## src/rtl/bcd_down_timer.sv

```systemverilog
// rtl/bcd_down_timer.sv - loadable four-digit BCD countdown timer with seven-segment drive; BCD_TIMER_BLANK_EN enables leading-zero blanking
module bcd_down_timer #(
    parameter int TICK_DIV = 50000
) (
    input  logic        clock,
    input  logic        reset,
    input  logic        load,
    input  logic [15:0] load_value,
    input  logic        start,
    input  logic        pause,
    output logic [15:0] count,
    output logic        running,
    output logic        done,
    output logic        expired,
    output logic [7:0]  HEX0,
    output logic [7:0]  HEX1,
    output logic [7:0]  HEX2,
    output logic [7:0]  HEX3
);

    typedef enum logic [1:0] {
        IDLE    = 2'd0,
        RUN     = 2'd1,
        PAUSED  = 2'd2,
        EXPIRED = 2'd3
    } state_t;

    localparam logic [19:0] TICK_LAST = 20'(TICK_DIV - 1);

    state_t      state;
    state_t      state_next;
    logic [19:0] tick;
    logic [19:0] tick_next;
    logic [15:0] count_next;
    logic [15:0] count_dec;
    logic        done_next;
    logic        blank3;
    logic        blank2;
    logic        blank1;

    // Digits above 9 are clamped so the counter only ever holds legal BCD.
    function automatic logic [15:0] bcd_clamp(input logic [15:0] v);
        logic [15:0] r;
        r = v;
        for (int i = 0; i < 4; i++) begin
            if (v[4*i +: 4] > 4'd9) r[4*i +: 4] = 4'd9;
        end
        return r;
    endfunction

    // BCD decrement: a zero digit wraps to 9 and borrows from the next digit.
    function automatic logic [15:0] bcd_dec(input logic [15:0] v);
        logic [15:0] r;
        logic        borrow;
        r      = v;
        borrow = 1'b1;
        for (int i = 0; i < 4; i++) begin
            if (borrow) begin
                if (v[4*i +: 4] == 4'd0) begin
                    r[4*i +: 4] = 4'd9;
                end else begin
                    r[4*i +: 4] = v[4*i +: 4] - 4'd1;
                    borrow      = 1'b0;
                end
            end
        end
        return r;
    endfunction

    // Active-low gfedcba pattern for one BCD digit.
    function automatic logic [6:0] seg7(input logic [3:0] d);
        case (d)
            4'd0:    return 7'h40;
            4'd1:    return 7'h79;
            4'd2:    return 7'h24;
            4'd3:    return 7'h30;
            4'd4:    return 7'h19;
            4'd5:    return 7'h12;
            4'd6:    return 7'h02;
            4'd7:    return 7'h78;
            4'd8:    return 7'h00;
            4'd9:    return 7'h10;
            default: return 7'h7F;
        endcase
    endfunction

    assign count_dec = bcd_dec(count);

    // State, count, tick counter and done pulse registers.
    always_ff @(posedge clock) begin
        if (reset) begin
            state <= IDLE;
            tick  <= 20'd0;
            count <= 16'h0000;
            done  <= 1'b0;
        end else begin
            state <= state_next;
            tick  <= tick_next;
            count <= count_next;
            done  <= done_next;
        end
    end

    // Next state: load wins over pause, pause wins over start; a resume edge counts as a run cycle.
    always_comb begin
        state_next = state;
        tick_next  = tick;
        count_next = count;
        done_next  = 1'b0;
        if (load) begin
            state_next = IDLE;
            tick_next  = 20'd0;
            count_next = bcd_clamp(load_value);
        end else begin
            case (state)
                IDLE: begin
                    if (start && !pause) begin
                        if (count == 16'h0000) begin
                            state_next = EXPIRED;
                            done_next  = 1'b1;
                        end else begin
                            state_next = RUN;
                        end
                    end
                end
                RUN, PAUSED: begin
                    if (pause) begin
                        state_next = PAUSED;
                    end else if (state == RUN || start) begin
                        state_next = RUN;
                        if (tick == TICK_LAST) begin
                            tick_next  = 20'd0;
                            count_next = count_dec;
                            if (count_dec == 16'h0000) begin
                                state_next = EXPIRED;
                                done_next  = 1'b1;
                            end
                        end else begin
                            tick_next = tick + 20'd1;
                        end
                    end
                end
                default: ;
            endcase
        end
    end

    // Status decode and display drive; the decimal point sits after the seconds digit.
    always_comb begin
        running = (state == RUN);
        expired = (state == EXPIRED);
        blank3  = 1'b0;
        blank2  = 1'b0;
        blank1  = 1'b0;
`ifdef BCD_TIMER_BLANK_EN
        blank3  = (count[15:12] == 4'd0);
        blank2  = blank3 && (count[11:8] == 4'd0);
        blank1  = blank2 && (count[7:4] == 4'd0);
`endif
        HEX3 = {1'b0, blank3 ? 7'h7F : seg7(count[15:12])};
        HEX2 = {1'b1, blank2 ? 7'h7F : seg7(count[11:8])};
        HEX1 = {1'b1, blank1 ? 7'h7F : seg7(count[7:4])};
        HEX0 = {1'b1, seg7(count[3:0])};
    end

endmodule

```

## config.mk

```make
export PLATFORM = sky130hd
export DESIGN_NAME = bcd_down_timer
export DESIGN_NICKNAME = d
export VERILOG_FILES = /design/src/rtl/bcd_down_timer.sv
export SDC_FILE = /design/constraint.sdc
export NUM_CORES = 1
export LEC_CHECK = 0
export BUFFER_PORTS_ARGS = -buffer_cell sky130_fd_sc_hd__buf_2
export CAP_MARGIN = 15
export CORE_MARGIN = 1
export CORE_UTILIZATION = 56
export DETAILED_ROUTE_END_ITERATION = 8
export PLACE_DENSITY = 0.79
export SYNTH_ARGS = -nofsm -noshare
export SYNTH_HDL_FRONTEND = slang
export SYNTH_SLANG_ARGS = --single-unit
```

## constraint.sdc

```tcl
create_clock -name clock -period 3.3 [get_ports clock]
set_input_delay 0.165 -clock clock [delete_from_list [all_inputs] [get_ports clock]]
set_output_delay 0.165 -clock clock [all_outputs]
set_load 0.05 [all_outputs]
```

[Yosys cells after proc, flatten, opt, wreduce, memory -nomap -nowiden]
Memory sizes are Yosys's and may differ from the RTL's. A register that Yosys moved wholly into a read port is not among the register bits.
Index checks and enable logic that the tools add are counted.
Cells by class
  eq/ne operators: 7
  bitwise logic cells: 1
  add/sub/neg operators: 5
  order comparisons: 4
  mux-type cells: 44
  reductions and logical operators: 19
Operators by type and width (number)
  16-bit 2-to-1 mux: 5
  4-bit 2-to-1 mux: 19
  16-bit zero test: 2
  20-bit by 1-bit adder with 20-bit output, second input constant: 1
  20-bit by 16-bit == test with 1-bit output, second input constant: 1
  20-bit 2-to-1 mux: 1
  4-bit > comparator, second input constant: 4
  4-bit zero test: 4
  4-bit by 1-bit subtractor with 4-bit output, second input constant: 4
  2-bit 2-to-1 mux: 6
  1-bit 2-to-1 mux: 11
  2-bit nonzero test: 4
  3-bit AND reduction: 2
  2-bit == test, second input constant: 2
  2-bit != test, second input constant: 2
  2-bit case mux with 2 select lines: 1
  4-bit AND reduction: 1
  2-bit OR reduction: 2
  3-bit != test, second input constant: 1
  2-bit by 1-bit == test with 1-bit output, second input constant: 1
  2-bit zero test: 1
  1-bit case mux with 2 select lines: 1
  1-bit logical AND: 1
  1-bit zero test: 1
  other kinds (2): 2
Storage, ports and cells
  memories kept: 4
  bits in read-only memories: 448
  logic and storage cells: 88
  register bits: 39
Memories
  (name not given): depth 16, bits a word 7, read ports 1, clocked after Yosys merged registers in 1, wr ports 0, RTL line 72  | case (d)
  (name not given): depth 16, bits a word 7, read ports 1, clocked after Yosys merged registers in 1, wr ports 0, RTL line 72
  (name not given): depth 16, bits a word 7, read ports 1, clocked after Yosys merged registers in 1, wr ports 0, RTL line 72
  (name not given): depth 16, bits a word 7, read ports 1, clocked after Yosys merged registers in 1, wr ports 0, RTL line 72

[Longest topological paths before layout]
Gate-level depths: netlist of the first run.
  depth in word-level cells: 12
  mapped depth: 13

[Worst setup path before layout of the first run]
Ideal clock, no wire load.
  path kind: register -> register
  start: register count[0]
  end: register, netlist name HEX2[5]
  arrival: 3.168 ns
  setup time: 0.070 ns
  data required time: 3.230 ns
  cell stages (with the launch flop): 11
  slack: 0.062 ns
  period minus slack after synthesis: 3.238 ns
  cells stage by stage: dfxtp_1 -> buf_6 -> or4_4 -> buf_6 -> or4_1 -> a221o_1 -> a211oi_4 -> inv_1 -> ha_1 -> mux2_2 -> a21oi_1
On the way
  longest elaborated chain between the ends: 11
Ends and longest elaborated chain
  start, declared: RTL line 11  | output logic [15:0] count,
  start signal, assigned: RTL line 99  | count <= count_next;
  4-bit zero test: RTL line 59  | if (v[4*i +: 4] == 4'd0) begin
  1-bit 2-to-1 mux: RTL line 59
  1-bit 2-to-1 mux: RTL line 58  | if (borrow) begin
  4-bit 2-to-1 mux: RTL line 58
  16-bit 2-to-1 mux: RTL line 131  | if (tick == TICK_LAST) begin
  16-bit 2-to-1 mux: RTL line 129  | end else if (state == RUN || start) begin
  16-bit 2-to-1 mux: RTL line 127  | if (pause) begin
  16-bit 2-to-1 mux: RTL line 115  | case (state)
  16-bit 2-to-1 mux: RTL line 110  | if (load) begin
  4-bit 2-to-1 mux (no source line) (2 in a row)
Every way passes these cells. The select of a mux whose other input is x is not followed.
A chain may end at the register's enable or synchronous reset.

[Worst setup path after layout of the first run]
  start: register count[1]
  end: register, netlist name HEX2[5]
On the way
  longest elaborated chain between the ends: 11
Ends and longest elaborated chain (RTL line)
  4-bit zero test: 59
  1-bit 2-to-1 mux: 59
  1-bit 2-to-1 mux: 58
  4-bit 2-to-1 mux: 58
  16-bit 2-to-1 mux: 131
  16-bit 2-to-1 mux: 129
  16-bit 2-to-1 mux: 127
  16-bit 2-to-1 mux: 115
  16-bit 2-to-1 mux: 110
  4-bit 2-to-1 mux (no source line) (2 in a row)
Every way passes these cells. The select of a mux whose other input is x is not followed.

==> flow_results.org, run 1 <==
** Floorplanning
- Floorplan die height :: approximately 86 um
- From left edge to right edge, the die measures ~86 um.
- The floorplan has 30 rows.
- Full die area :: roughly 7300 sq um
- The core region is roughly 6800 sq um.
- Starting density of the core :: 0.577
- I/O pin cnt :: between 70 and 80

** STA
- Total count of max-transition violations in the final report :: 0
- RSZ-0062 raised after global routing :: no
- Setup violations remaining at the end of the flow were counted as 0.
- Clock period minus worst slack :: a little over 3000 ps
- Maximum operating frequency :: 324 MHz
- At the pin with the least slew margin, the transition time is 732 ps.
- Summed negative setup slack over all endpoints :: 0 ps
- On the final layout, the worst clock skew is 4.52 ps.
- The worst path meets setup with roughly 210 ps of slack.
- Final hold viol count :: 0
- Relative slew margins :: 0.504
- Post-route fraction of the period consumed by the critical path :: 0.937

** Power
- The internal portion of the total power is ~0.0014 W.
- Leak pwr :: 2.02 nW
- The share of total power dissipated in the clock network is 0.336.
- Worst VDD drop :: 0.217 mV
- Fraction of power consumed by sequential logic :: 0.416
- Dividing total power by cell area gives a power density of ~470 nW/um^2.
- Of the total power, the share spent switching nets is 0.333.
- Switching pwr :: 0.000719 W
- The share of total power dissipated in combinational logic is 0.248.

** Global route
- For met1 alone, demand over resource in global routing was 0.356.
- The initial antenna violation count was 0.
- Vias in the first global route :: around 3.5k
- The first global-routing pass estimated about 16 mm of wire.
- Entering global routing, the biggest net connects 32 pins.
- Across every metal layer, demand over resource in global routing totals 0.280.
- The layer flagged by global routing as most heavily used is met2.
- For this run, global-route usage on met2 was measured as 0.455.
- For this run, global-route usage on met3 was measured as 0.0539.
- Summed over all layers, the global routing overflow is 0.

** Cells and area
- The top cell types in the final layout, fill and taps aside, are dfxtp_1 (67), buf_2 (67), nor2_1 (52).
- P&R area growth vs syn :: 18.2%
- Fraction of layout cells with a size suffix above 1 :: 0.216
- The net count of the finished layout is around 590.
- Final Cell Area :: ~4600 sq um
- Filler cell count :: 560
- The repair_antennas step left the layout with diodes totalling 0.

** Drt
- Total DRC errors in the routed layout :: 0
- Number of nets with antenna violations after detailed routing :: 0
- Via-per-instance ratio :: about 5.8
- Total iterations of the first detailed-routing run :: 5
- In the final routed layout, each cell accounts on average for ~15 um.
- Total number of vias :: 3761
- In this run, the number of DRC markers left after iteration 0 of detailed routing was between 300 and 400.
- Total Routed Length :: just under 10 mm

** Setup path
- On the critical path, the stage with the largest delay is an instance of or4_4.
- Largest stage delay, worst path :: 600 ps
- On the critical path the largest part of the delay comes from simple AND/OR/NAND/NOR gates.
- CP cell instances :: or4_4 > or4_1 > a221o_1 > a211oi_4 > inv_1 > ha_1 > mux2_2 > a21oi_1
- CP Max Fanout :: 9
- Endpoint kind of the worst setup timing path :: register
- The setup path with the least slack is of type reg -> reg.
- STA puts the critical path data required time at roughly 3600 ps.
- Startpoint type of the worst setup path :: register
- Data arrival time of the critical path :: about 3400 ps
- Number of buffers and inverters on the critical path :: 1

** Clock tree
- Clock-pin slew was measured on the worst setup and hold paths at 70 ps.
- Maximum number of buffers from clock root to sink :: 2
- The clock tree synthesis step divided the H-tree into 3 levels.
- TritonCTS built the clock tree.
- The tree is rooted in a clkbuf_8.
- Counting every sink on the clock net gives 67.
- Buffers inserted during clock tree synthesis total 9.
- Buffers inserted during post-CTS setup optimization :: 0
- Clock latency on the worst-skew pair, taken at its later pin, is ~340 ps.

** Synth
- Synthesis produced 470 cells.
- The share of the Yosys chip area taken by registers is 0.342.
- Averaged over all synthesized cells, the footprint is between 8 and 9 sq um.
- Yosys reg bits :: 67
- Yosys cell types :: between 60 and 70
- Number of flops mapped to enable cells by yosys :: 0
- Share of flip-flops with an asynchronous set or reset after synthesis :: 0
- Yosys printed 0 warnings.
- For this run, the leading register cell type out of synthesis is dfxtp_1.
- After synthesis the cells add up to a little under 4000 sq um.

** Place
- Timing analysis after detailed placement gives a worst setup slack of ~210 ps.
- Port buffering added between 60 and 70 buffers.
- Instance area at placement :: roughly 4400 sq um
- Hpwl dp :: 7.18 mm
- Routability-driven placement finished with a final weighted congestion of ~0.87.

** Hold path
- The path class of the tightest hold or removal check is in -> reg.

** Run status
- The run finished with clean final reports.

** Run
- The tool flagged a number of max-cap violations equal to 0.
## final timing paths
kind / start / endpoint / slack [ps] / cells after the start
max: count[1] / HEX2[5] / 210 / 8
min: load_value[1] / count[1] / 140 / 3
max reg2reg: count[1] / HEX2[5] / 210 / 8
min reg2reg: tick[1] / tick[1] / 500 / 2
## metal layers
layer / vias to the layer above / wire length (um)
met2: 135 / 4620
met4: 0 / 254
met5: - / 0
li1: 1853 / -
met1: 1746 / 4290
met3: 27 / 514
## per-stage QoR
stage                     cells  hold slack [ps]   util  power [W]
after floorplan             472              342      -    0.00132
after global placement      631              485  0.650    0.00143
after detailed placement    631              490  0.650    0.00144
after CTS                   646              128  0.681    0.00217
after global routing        646              141  0.682    0.00225
final                       646              140  0.682    0.00216
## worst register-to-register path, stage by stage, from the launching register on
cell and delay, ps:
dfxtp_1 390, or4_4 600, or4_1 570, a221o_1 380, a211oi_4 300, inv_1 140
ha_1 250, mux2_2 270, a21oi_1 140
## power groups by stage
stage	registers, W	logic [W]	clock network, W
after floorplan	0.00110	0.000222	0
after global placement	0.000913	0.000520	0
after detailed placement	0.000915	0.000529	0
after CTS	0.000898	0.000532	0.000742
after global routing	0.000904	0.000574	0.000775
final	0.000899	0.000534	0.000725
## cell families after synthesis
family                   Yosys count  synth area share
AO/OA/AOI/OAI                     99             0.182
XOR/XNOR                          17            0.0380
adder cells (fa/ha/maj)           24            0.0766
buffers and inverters             58            0.0651
flip-flops                        67             0.342
multiplexers                      13            0.0341
other                              2           0.00192
AND/OR/NAND/NOR                  190             0.260
## cell type report
type | count | area (sq um) | area share
Multi-Input combinational cell | 347 | 2340 | 0.506
Sequential cell | 67 | 1340 | 0.289
Timing Repair Buffer | 88 | 493 | 0.106
Clock buffer | 14 | 183 | 0.0394
Inverter | 33 | 124 | 0.0267
Tap cell | 96 | 120 | 0.0259
Clock inverter | 1 | 30.0 | 0.00648
## cells in the mapped netlist (4+ instances only)
| library cell | number | area share |
|---|---|---|
| o31ai_1 | 5 | 0.0096 |
| and2_1 | 4 | 0.0064 |
| nand2b_1 | 6 | 0.0096 |
| o21ai_0 | 16 | 0.020 |
| nor4_1 | 14 | 0.022 |
| clkbuf_1 | 12 | 0.011 |
| dfxtp_1 | 67 | 0.34 |
| or2_2 | 4 | 0.0064 |
| inv_1 | 33 | 0.032 |
| ha_1 | 24 | 0.077 |
| nor2_1 | 52 | 0.050 |
| and4_1 | 5 | 0.011 |
| buf_2 | 6 | 0.0077 |
| a21oi_1 | 19 | 0.024 |
| xor2_1 | 9 | 0.020 |
| a311oi_1 | 4 | 0.0089 |
| a211oi_1 | 6 | 0.011 |
| nand3_1 | 16 | 0.020 |
| or3_1 | 4 | 0.0064 |
| xnor2_1 | 8 | 0.018 |
| or4_1 | 4 | 0.0077 |
| nand4_1 | 11 | 0.018 |
| nor3_1 | 17 | 0.022 |
| nor2b_1 | 6 | 0.0096 |
| mux2i_1 | 10 | 0.026 |
| nand2_1 | 24 | 0.023 |
| a31oi_1 | 6 | 0.0096 |
| and3_1 | 8 | 0.013 |
| a22oi_1 | 4 | 0.0077 |
| buf_4 | 4 | 0.0077 |
## flip-flops by register name, indices dropped and copies added, names as in the netlist
register and count:
tick 20, count 16, HEX0 7, HEX1 7
HEX2 7, HEX3 7, state 2, done 1
## timing repair
| item | CTS | global route |
|---|---|---|
| hold buffers | 0 | 0 |
| setup endpoints to repair | 0 | 9 |
| resized for setup | 0 | 2 |
Power figures use the tool's default switching activity.
==> run 2, diff against run 1 <==
ABC_AREA = 1   (was unset)
CORE_UTILIZATION = 57   (was 56)
PLACE_DENSITY = 0.8   (was 0.79)
==> run 2 against run 1 <==
Sequential power is essentially flat. Power rose by 1.5%. Sequential share of layout area shrank 0.93 points. Clock power shrank 8.3%. Fmax is 12% higher. Clock skew up 2.8 ps. Worst hold slack improved by 54 ps. Area after synthesis is 8.4% higher. Synthesized cell count increased by 33%. Die area rose by 6.3%. Largest power group unchanged.
==> flow_results.org, run 2 <==
** Run status
- The run finished with clean final reports.

** Clock tree
- The H-tree was split into 3 levels.
- Maximum number of buffers from clock root to sink :: 2
- Number of hold buffers added after CTS :: 0
- The tree is rooted in a clkbuf_8.
- Clock tree from TritonCTS :: built
- Number of clock sinks :: 67
- Number of buffers added by the clock tree synthesis step :: 9
- Clock transition at the registers of the reported paths :: around 70 ps
- Buffers inserted during post-CTS setup optimization :: 0
- For the worst-skew pair, the clock arrives at the later sink with an insertion delay of 350 ps.
- Post-cts sizing count :: 0

** Cells and area
- Most flop-heavy register :: tick
- Of the cells placed in the final design, the portion with a size suffix greater than 1 is 0.207.
- The largest registers in the layout are tick x20, count x16.
- Count of inserted antenna diode cells :: 0
- Count of nets after finishing :: about 740
- Relative to the synthesized area, the layout overhead comes to 12.6%.
- Leaving out fill and tap cells, the most frequent cell in the layout is nand2_1.
- The register with the most flip-flops in the layout has 20 of them.
- Commonest non-fill, non-tap cells in the layout :: nand2_1 (152), inv_1 (85), dfxtp_1 (67), buf_2 (67), nand3_1 (62)

** Synth
- In this run the mean area of a mapped cell was between 6 and 7 sq um.
- Number of instances in the synthesized netlist :: about 620
- Of all flip-flops after synthesis, the portion carrying an async set or reset was 0.
- Top cells by instance count after synthesis :: nand2_1 (152), inv_1 (85), dfxtp_1 (67), nand3_1 (62), nor2_1 (51)
- Ranked by total cell area, the synthesized netlist is headed by dfxtp_1 (32%), nand2_1 (13%), inv_1 (7.5%), nand3_1 (7.3%), ha_1 (7.1%).
- Yosys reg bits :: 67
- Number of flops mapped to enable cells by yosys :: 0
- Cell area after synthesis :: around 4300 sq um
- Seq/Total Area, Yosys :: 0.316
- Library cell occupying the most area in the post-synthesis netlist :: dfxtp_1
- Area share of the leading cell type in the synthesized netlist :: 0.316
- Main synth FF type :: dfxtp_1
- Yosys cell types :: between 40 and 50
- Yosys instantiated no cell more often than nand2_1.
- Total number of yosys warnings :: 0

** Floorplanning
- The floorplan step defined a core boundary enclosing between 7000 and 8000 sq um.
- Full die area :: 7810 sq um
- The die is around 90 um wide.
- For this configuration, the core starts out at a cell density of 0.589.
- The initialized floorplan defines 31 standard-cell rows.
- Pin placement for this block handled between 70 and 80 I/O pins.
- Floorplan die height :: between 80 and 90 um

** STA
- Setup violations remaining at the end of the flow were counted as 0.
- Relative slew margins :: 0.530
- The number of hold-slack violations in the final timing report was 0.
- Total count of max-transition violations in the final report :: 0
- Post-route fraction of the period consumed by the critical path :: 0.840
- Once routing completed, OpenROAD measured the worst setup slack at around 530 ps.
- Measured slew at the worst slew-check pin :: just over 700 ps
- Clock period minus worst slack :: 2770 ps
- Setup repair after global routing left no endpoint under its margin.
- In the final timing run, aggregate negative setup slack is 0 ps.
- Derived from the worst setup path, the maximum achievable clock frequency is around 360 MHz.
- Final worst clock skew :: 7.32 ps

** Drt
- Total Routed Length :: 9.82 mm
- Dividing the detail-routed via count by the number of cells gives approximately 5.2.
- For this block, the initial DRC count from the detailed router was between 150 and 200.
- The detailed router placed ~4.1k vias in this run.
- Total iterations of the first detailed-routing run :: 5
- After detailed routing, the number of remaining DRC violations is 0.
- In the final routed layout, each cell accounts on average for between 10 and 15 um.
- Number of nets with antenna violations after detailed routing :: 0

** Setup path
- For flop-to-flop paths, the worst setup slack is 530 ps.
- Worst Setup EP :: HEX2[3]
- Startpoint of the most critical register-to-register path :: state[0]
- Counting buffers and inverters, the worst setup path is 13 cells deep.
- Along the worst path, the maximum fanout reaches 24.
- The signal on the critical path passes through inv_1 > ha_1 > nand3_4 > inv_4 > nand3_4 > nand2_4 > inv_2 > nand2_1 > nand3_1 > ha_1 > nand3b_1 > nand3_1 > nand2_1.
- The kind of cell with the highest combined delay along the critical path is simple AND/OR/NAND/NOR gates.
- Startpoint type of the worst setup path :: register
- The worst setup path is captured at a register.
- Endpoint of the most critical register-to-register path :: HEX2[3]
- Counting both buffers and inverters, the worst setup path holds a total of 3.
- The critical path is of the reg -> reg type.
- Largest stage delay, worst path :: approximately 390 ps
- Among all stages on the critical path, the largest delay is contributed by ha_1.
- Start point of the critical path :: state[0]
- Data arrival time of the critical path :: about 3000 ps
- Data on the critical path is required at its endpoint by roughly 3500 ps.
- Measured in cells, the most critical reg-to-reg path has a length of 13.

** Place
- Routability-driven placement finished with a final weighted congestion of 0.922.
- Hpwl dp :: 7.47 mm
- Timing analysis after detailed placement gives a worst setup slack of around 580 ps.
- Number of input and output port buffers inserted :: 67

** Global route
- Entering global routing, the biggest net connects 25 pins.
- Vias in the first global route :: between 3k and 4k
- Overflow left after global routing :: 0
- In the global route stage, overall resource usage came out at 0.271.
- Antenna violations before repair :: 0
- The first global-routing pass estimated ~17 mm of wire.

** Hold path
- In this run the worst hold path is classified as in -> reg.
- Hold path startpoint :: start

** Power
- The analysis attributes to net switching a power of between 0.0008 and 0.0009 W.
- Of the total power, registers draw 0.410.
- Leak pwr :: ~2.5 nW
- VDD sags by at most approximately 0.39 mV.
- Combinational cell fraction of total power :: 0.286
- Switching Fraction :: 0.376
- Cell internal power was estimated by the tool at roughly 0.0014 W.
- Proportion of power drawn by the clock network :: 0.304
- Dividing total power by cell area gives a power density of 457 nW/um^2.

** Run
- Across the run, the number of max-cap violations was 0.
[run 2: cell types whose count changed in the layout (fill, tap and decap cells not counted), sizes merged, moves of 12 or more]
cell   change
buf       -21
inv       +63
nand2    +149
nand3     +53
o21ai     +12
[run 2: metal layers]
| layer | wire length (um) | track usage | part of all wire |
|---|---|---|---|
| met1 | 4350 | 0.331 | 0.44 |
| met2 | 4730 | 0.469 | 0.48 |
| met3 | 548 | 0.0457 | 0.056 |
| met4 | 194 | 0.114 | 0.020 |
| met5 | 0 | 0 | 0 |
[run 2: area by class of cell]
cell class,instances,area [sq um]
multi-input combinational,446,2430
fill,663,2430
sequential,67,1340
inverter,99,377
timing repair buffer,67,335
clock buffer,10,128
tap,99,124
clock inverter,5,55.1
[run 2: worst min path at each step]
stage,to,cells past startpoint
2_1_floorplan,tick[9],3
3_3_place_gp,state[0],2
3_5_place_dp,state[0],2
4_1_cts,done,4
5_1_grt,done,4
6_report,done,4
[run 2: cells by family after synthesis]
group / after synthesis / synth area share
AND/OR/NAND/NOR: 362 / 0.418
buffers and inverters: 113 / 0.115
flip-flops: 67 / 0.316
AO/OA/AOI/OAI: 55 / 0.0765
adder cells (fa/ha/maj): 24 / 0.0707
other: 2 / 0.00177
XOR/XNOR: 1 / 0.00206
[run 2: worst min-delay path, stage by stage]
cell     delay, ps
buf_2          100
nand3_1         80
or2_2          100
a21oi_1         50
[run 2: power groups by stage]
stage | Clock (W) | Sequential [W] | Combinational, W
2_1_floorplan | 0 | 0.00113 | 0.000285
3_3_place_gp | 0 | 0.000915 | 0.000613
3_5_place_dp | 0 | 0.000917 | 0.000622
4_1_cts | 0.000673 | 0.000899 | 0.000626
5_1_grt | 0.000706 | 0.000906 | 0.000683
6_report | 0.000665 | 0.000898 | 0.000626
[run 2: metrics by stage]
stage / hold slack [ps] / utilization / power (W) / instances / cell area, sq um
4_1_cts: 192 / 0.664 / 0.00220 / 793 / 4790
6_report: 194 / 0.664 / 0.00219 / 793 / 4790
5_1_grt: 207 / 0.664 / 0.00230 / 793 / 4790
3_3_place_gp: 484 / 0.638 / 0.00153 / 778 / 4600
2_1_floorplan: 334 / - / 0.00141 / 626 / 4260
3_5_place_dp: 501 / 0.638 / 0.00154 / 778 / 4600
==> run 3, diff against run 2 <==
CORE_UTILIZATION = 51   (was 57)
PLACE_DENSITY = 0.75   (was 0.8)
clock period = 2.2 ns   (was 3.3 ns; I/O delays follow)
==> run 3 against run 2 <==
Clock power is 62% higher. Final area grew 18%. Combinational power is 79% higher. Sequential power grew 50%. Highest routed layer unchanged. Register-to-register slack got worse by 480 ps. Global-route usage is 0.41 points higher. Worst hold slack worse by 41 ps. Critical path type unchanged. Cell count is 8.3% higher. Critical path depth stayed put. First-iteration DRC count increased by 14%. Worst setup slack worse by 480 ps.
==> flow_results.org, run 3 (synthesis gave the netlist of run 2 again) <==
** Power
- Leak pwr :: about 2.9 nW
- Pwr dens :: 627 nW/um^2
- The share of total power dissipated in sequential elements is 0.381.
- The share of total power dissipated in the clock network is 0.304.
- The completed layout was analyzed and its total power is between 0.003 and 0.004 W.
- Worst VDD drop :: 0.411 mV
- Of the total power, the share spent switching nets is 0.370.
- Summed over all nets, the switching power comes to 0.00132 W.
- Combinational cell fraction of total power :: 0.315
- Cell Int Power :: ~0.0022 W

** STA
- Final worst clock skew :: roughly 5.9 ps
- Smallest hold slack :: about 150 ps
- RSZ-0062 raised after global routing :: yes
- Relative slew margins :: 0.571
- Number of setup violations in the final report :: 0
- The smallest clock period supported by the final layout is computed as around 2100 ps.
- Measured slew at the worst slew-check pin :: between 600 and 700 ps
- The number of hold-slack violations in the final timing report is 0.
- Summed negative setup slack over all endpoints :: 0 ps
- Total count of max-transition violations in the final report :: 0
- Based on the critical path, the design can be clocked at up to between 400 and 500 MHz.
- Post-route fraction of the period consumed by the critical path :: 0.977

** Run status
- The flow ran to the end, and the final reports show no timing, DRC or antenna violations.

** Clock tree
- CTS saw 67 sinks.
- Depth of the CTS H-tree :: 3
- The longest clock path from root to sink contains 2 buffers.
- The tree is rooted in a clkbuf_8.
- For the worst-skew pair, the clock arrives at the later sink with an insertion delay of ~350 ps.
- Number of buffers added by the clock tree synthesis step :: 9
- Clock transition at the registers of the reported paths :: ~70 ps
- TritonCTS built the clock tree.

** Drt
- The first TritonRoute pass finished after 5 iterations.
- Number of nets with antenna violations after detailed routing :: 0
- For this block, the initial DRC count from the detailed router was 222.
- Total number of vias :: ~4.6k
- After detailed routing, the average wire length per cell comes to 14.0 um.
- Via-per-instance ratio :: around 5.3
- Total DRC errors in the routed layout :: 0
- Total Routed Length :: between 10 and 15 mm

** Place
- Detailed placement finished with a half-perimeter wire length of between 8 and 9 mm.
- Routability-driven placement finished with a final weighted congestion of approximately 0.97.
- Port buffering added 67 buffers.
- Summing all placed instances gives a cell area of a little over 5000 sq um.

** Setup path
- Endpoint kind of the worst setup timing path :: register
- Register-to-register path setup slack :: a little over 50 ps
- STA classifies the critical path startpoint as a register.
- Data required, critical path :: 2500 ps
- The worst setup path is of the reg -> reg kind.
- STA puts the critical path data arrival time at approximately 2500 ps.
- CP Max Fanout :: 6

** Cells and area
- The layout has between 600 and 700 filler cells.
- Largest registers ranked by flip-flop count :: tick x20, count x16
- tick holds more flip-flops than any other register.
- Leaving out fill and tap cells, the most frequent cell in the layout is nand2_1.
- Commonest non-fill, non-tap cells in the layout :: nand2_1 (139), inv_1 (77), buf_2 (67)
- Count of inserted antenna diode cells :: 0
- Of the cells placed in the final design, the portion with a size suffix greater than 1 is 0.355.
- In the final design database the tool counted 799 nets.
- The finished cells cover between 5000 and 6000 sq um.
- P&R area growth vs syn :: 33.3%
- Max FFs per register :: 20

** Hold path
- The path class of the tightest hold or removal check is in -> reg.

** Global route
- The number of global-route vias before repair is ~4.3k.
- Overflow left after global routing :: 0
- The initial antenna violation count was 0.
- In the global route stage, overall resource usage came out at 0.275.
- Entering global routing, the biggest net connects 13 pins.
- Wire length of the first global-routing pass :: between 15 and 20 mm

** Floorplanning
- Measured along the y axis, the die boundary spans 93.3 um.
- Total number of placement rows :: 32
- The region available for standard cell placement spans 7890 sq um.
- For this configuration, the core starts out at a cell density of 0.539.
- The die covers about 8700 sq um.
- Pin placement for this block handled 72 I/O pins.
- Die W :: roughly 93 um

** Run
- Max cap viols :: 0
## run 3: changes by cell type in the layout (fill, tap and decap cells not counted), moves of 5 or more
cell,change
buf_4,+58
ha_1,-14
nand2_1,-13
dfxtp_1,-10
ha_4,+9
nand2_2,+9
nor2_4,+9
dfxtp_2,+8
inv_1,-8
nor2_1,-7
nand3_1,-6
ha_2,+5
nand3_2,+5
## run 3: critical path, stage by stage (launching register included)
cell,delay (ps)
dfxtp_2,360
nor2_2,130
nand2_2,100
nor2_4,190
nand2_4,100
clkinv_2,80
nand2_1,80
a21oi_2,220
nor2_4,80
nor2_4,170
ha_4,220
nand3b_1,180
buf_4,150
nand2_1,50
## run 3: metrics by stage
step	std cells	worst slack, ps	util
floorplan	626	-45.7	-
global placement	832	31.3	0.647
detailed placement	832	-37.6	0.647
CTS	846	-20.9	0.674
global route	859	-64.0	0.718
finish	859	51.2	0.718
## run 3: power groups by stage
| stage | Combinational [W] | Clock, W | Sequential [W] |
|---|---|---|---|
| final | 0.00112 | 0.00108 | 0.00135 |
| after floorplan | 0.000444 | 0 | 0.00169 |
| after CTS | 0.00103 | 0.00109 | 0.00135 |
| after global routing | 0.00120 | 0.00114 | 0.00136 |
| after detailed placement | 0.00102 | 0 | 0.00138 |
| after global placement | 0.00100 | 0 | 0.00137 |
## run 3: final cells by class
type	count	area, sq um	area share
timing repair buffer	130	836	0.147
tap	102	128	0.0225
multi-input combinational	447	2760	0.486
sequential	67	1360	0.240
clock inverter	2	35.0	0.00618
clock buffer	12	165	0.0291
inverter	99	389	0.0687
## run 3: what timing repair did
action | CTS | global route
gates resized for setup | 3 | 66
setup buffers | 0 | 12
setup endpoints to repair | 12 | 30
hold buffers | 0 | 0
cloned | 0 | 1
pin swaps | 0 | 34
## run 3: per-layer routing
layer / global-route usage / up-vias / wire length [um]
li1: - / 2257 / -
met1: 0.330 / 2084 / 4950
met4: 0.122 / 0 / 459
met5: 0 / - / 0
met3: 0.0537 / 47 / 768
met2: 0.472 / 180 / 5830
## run 3: final timing paths
| check | from | cells past startpoint | endpoint |
|---|---|---|---|
| max | count[5] | 13 | HEX3[1] |
| min reg2reg | state[0] | 2 | state[0] |
| min | pause | 4 | state[0] |
| max reg2reg | count[5] | 13 | HEX3[1] |
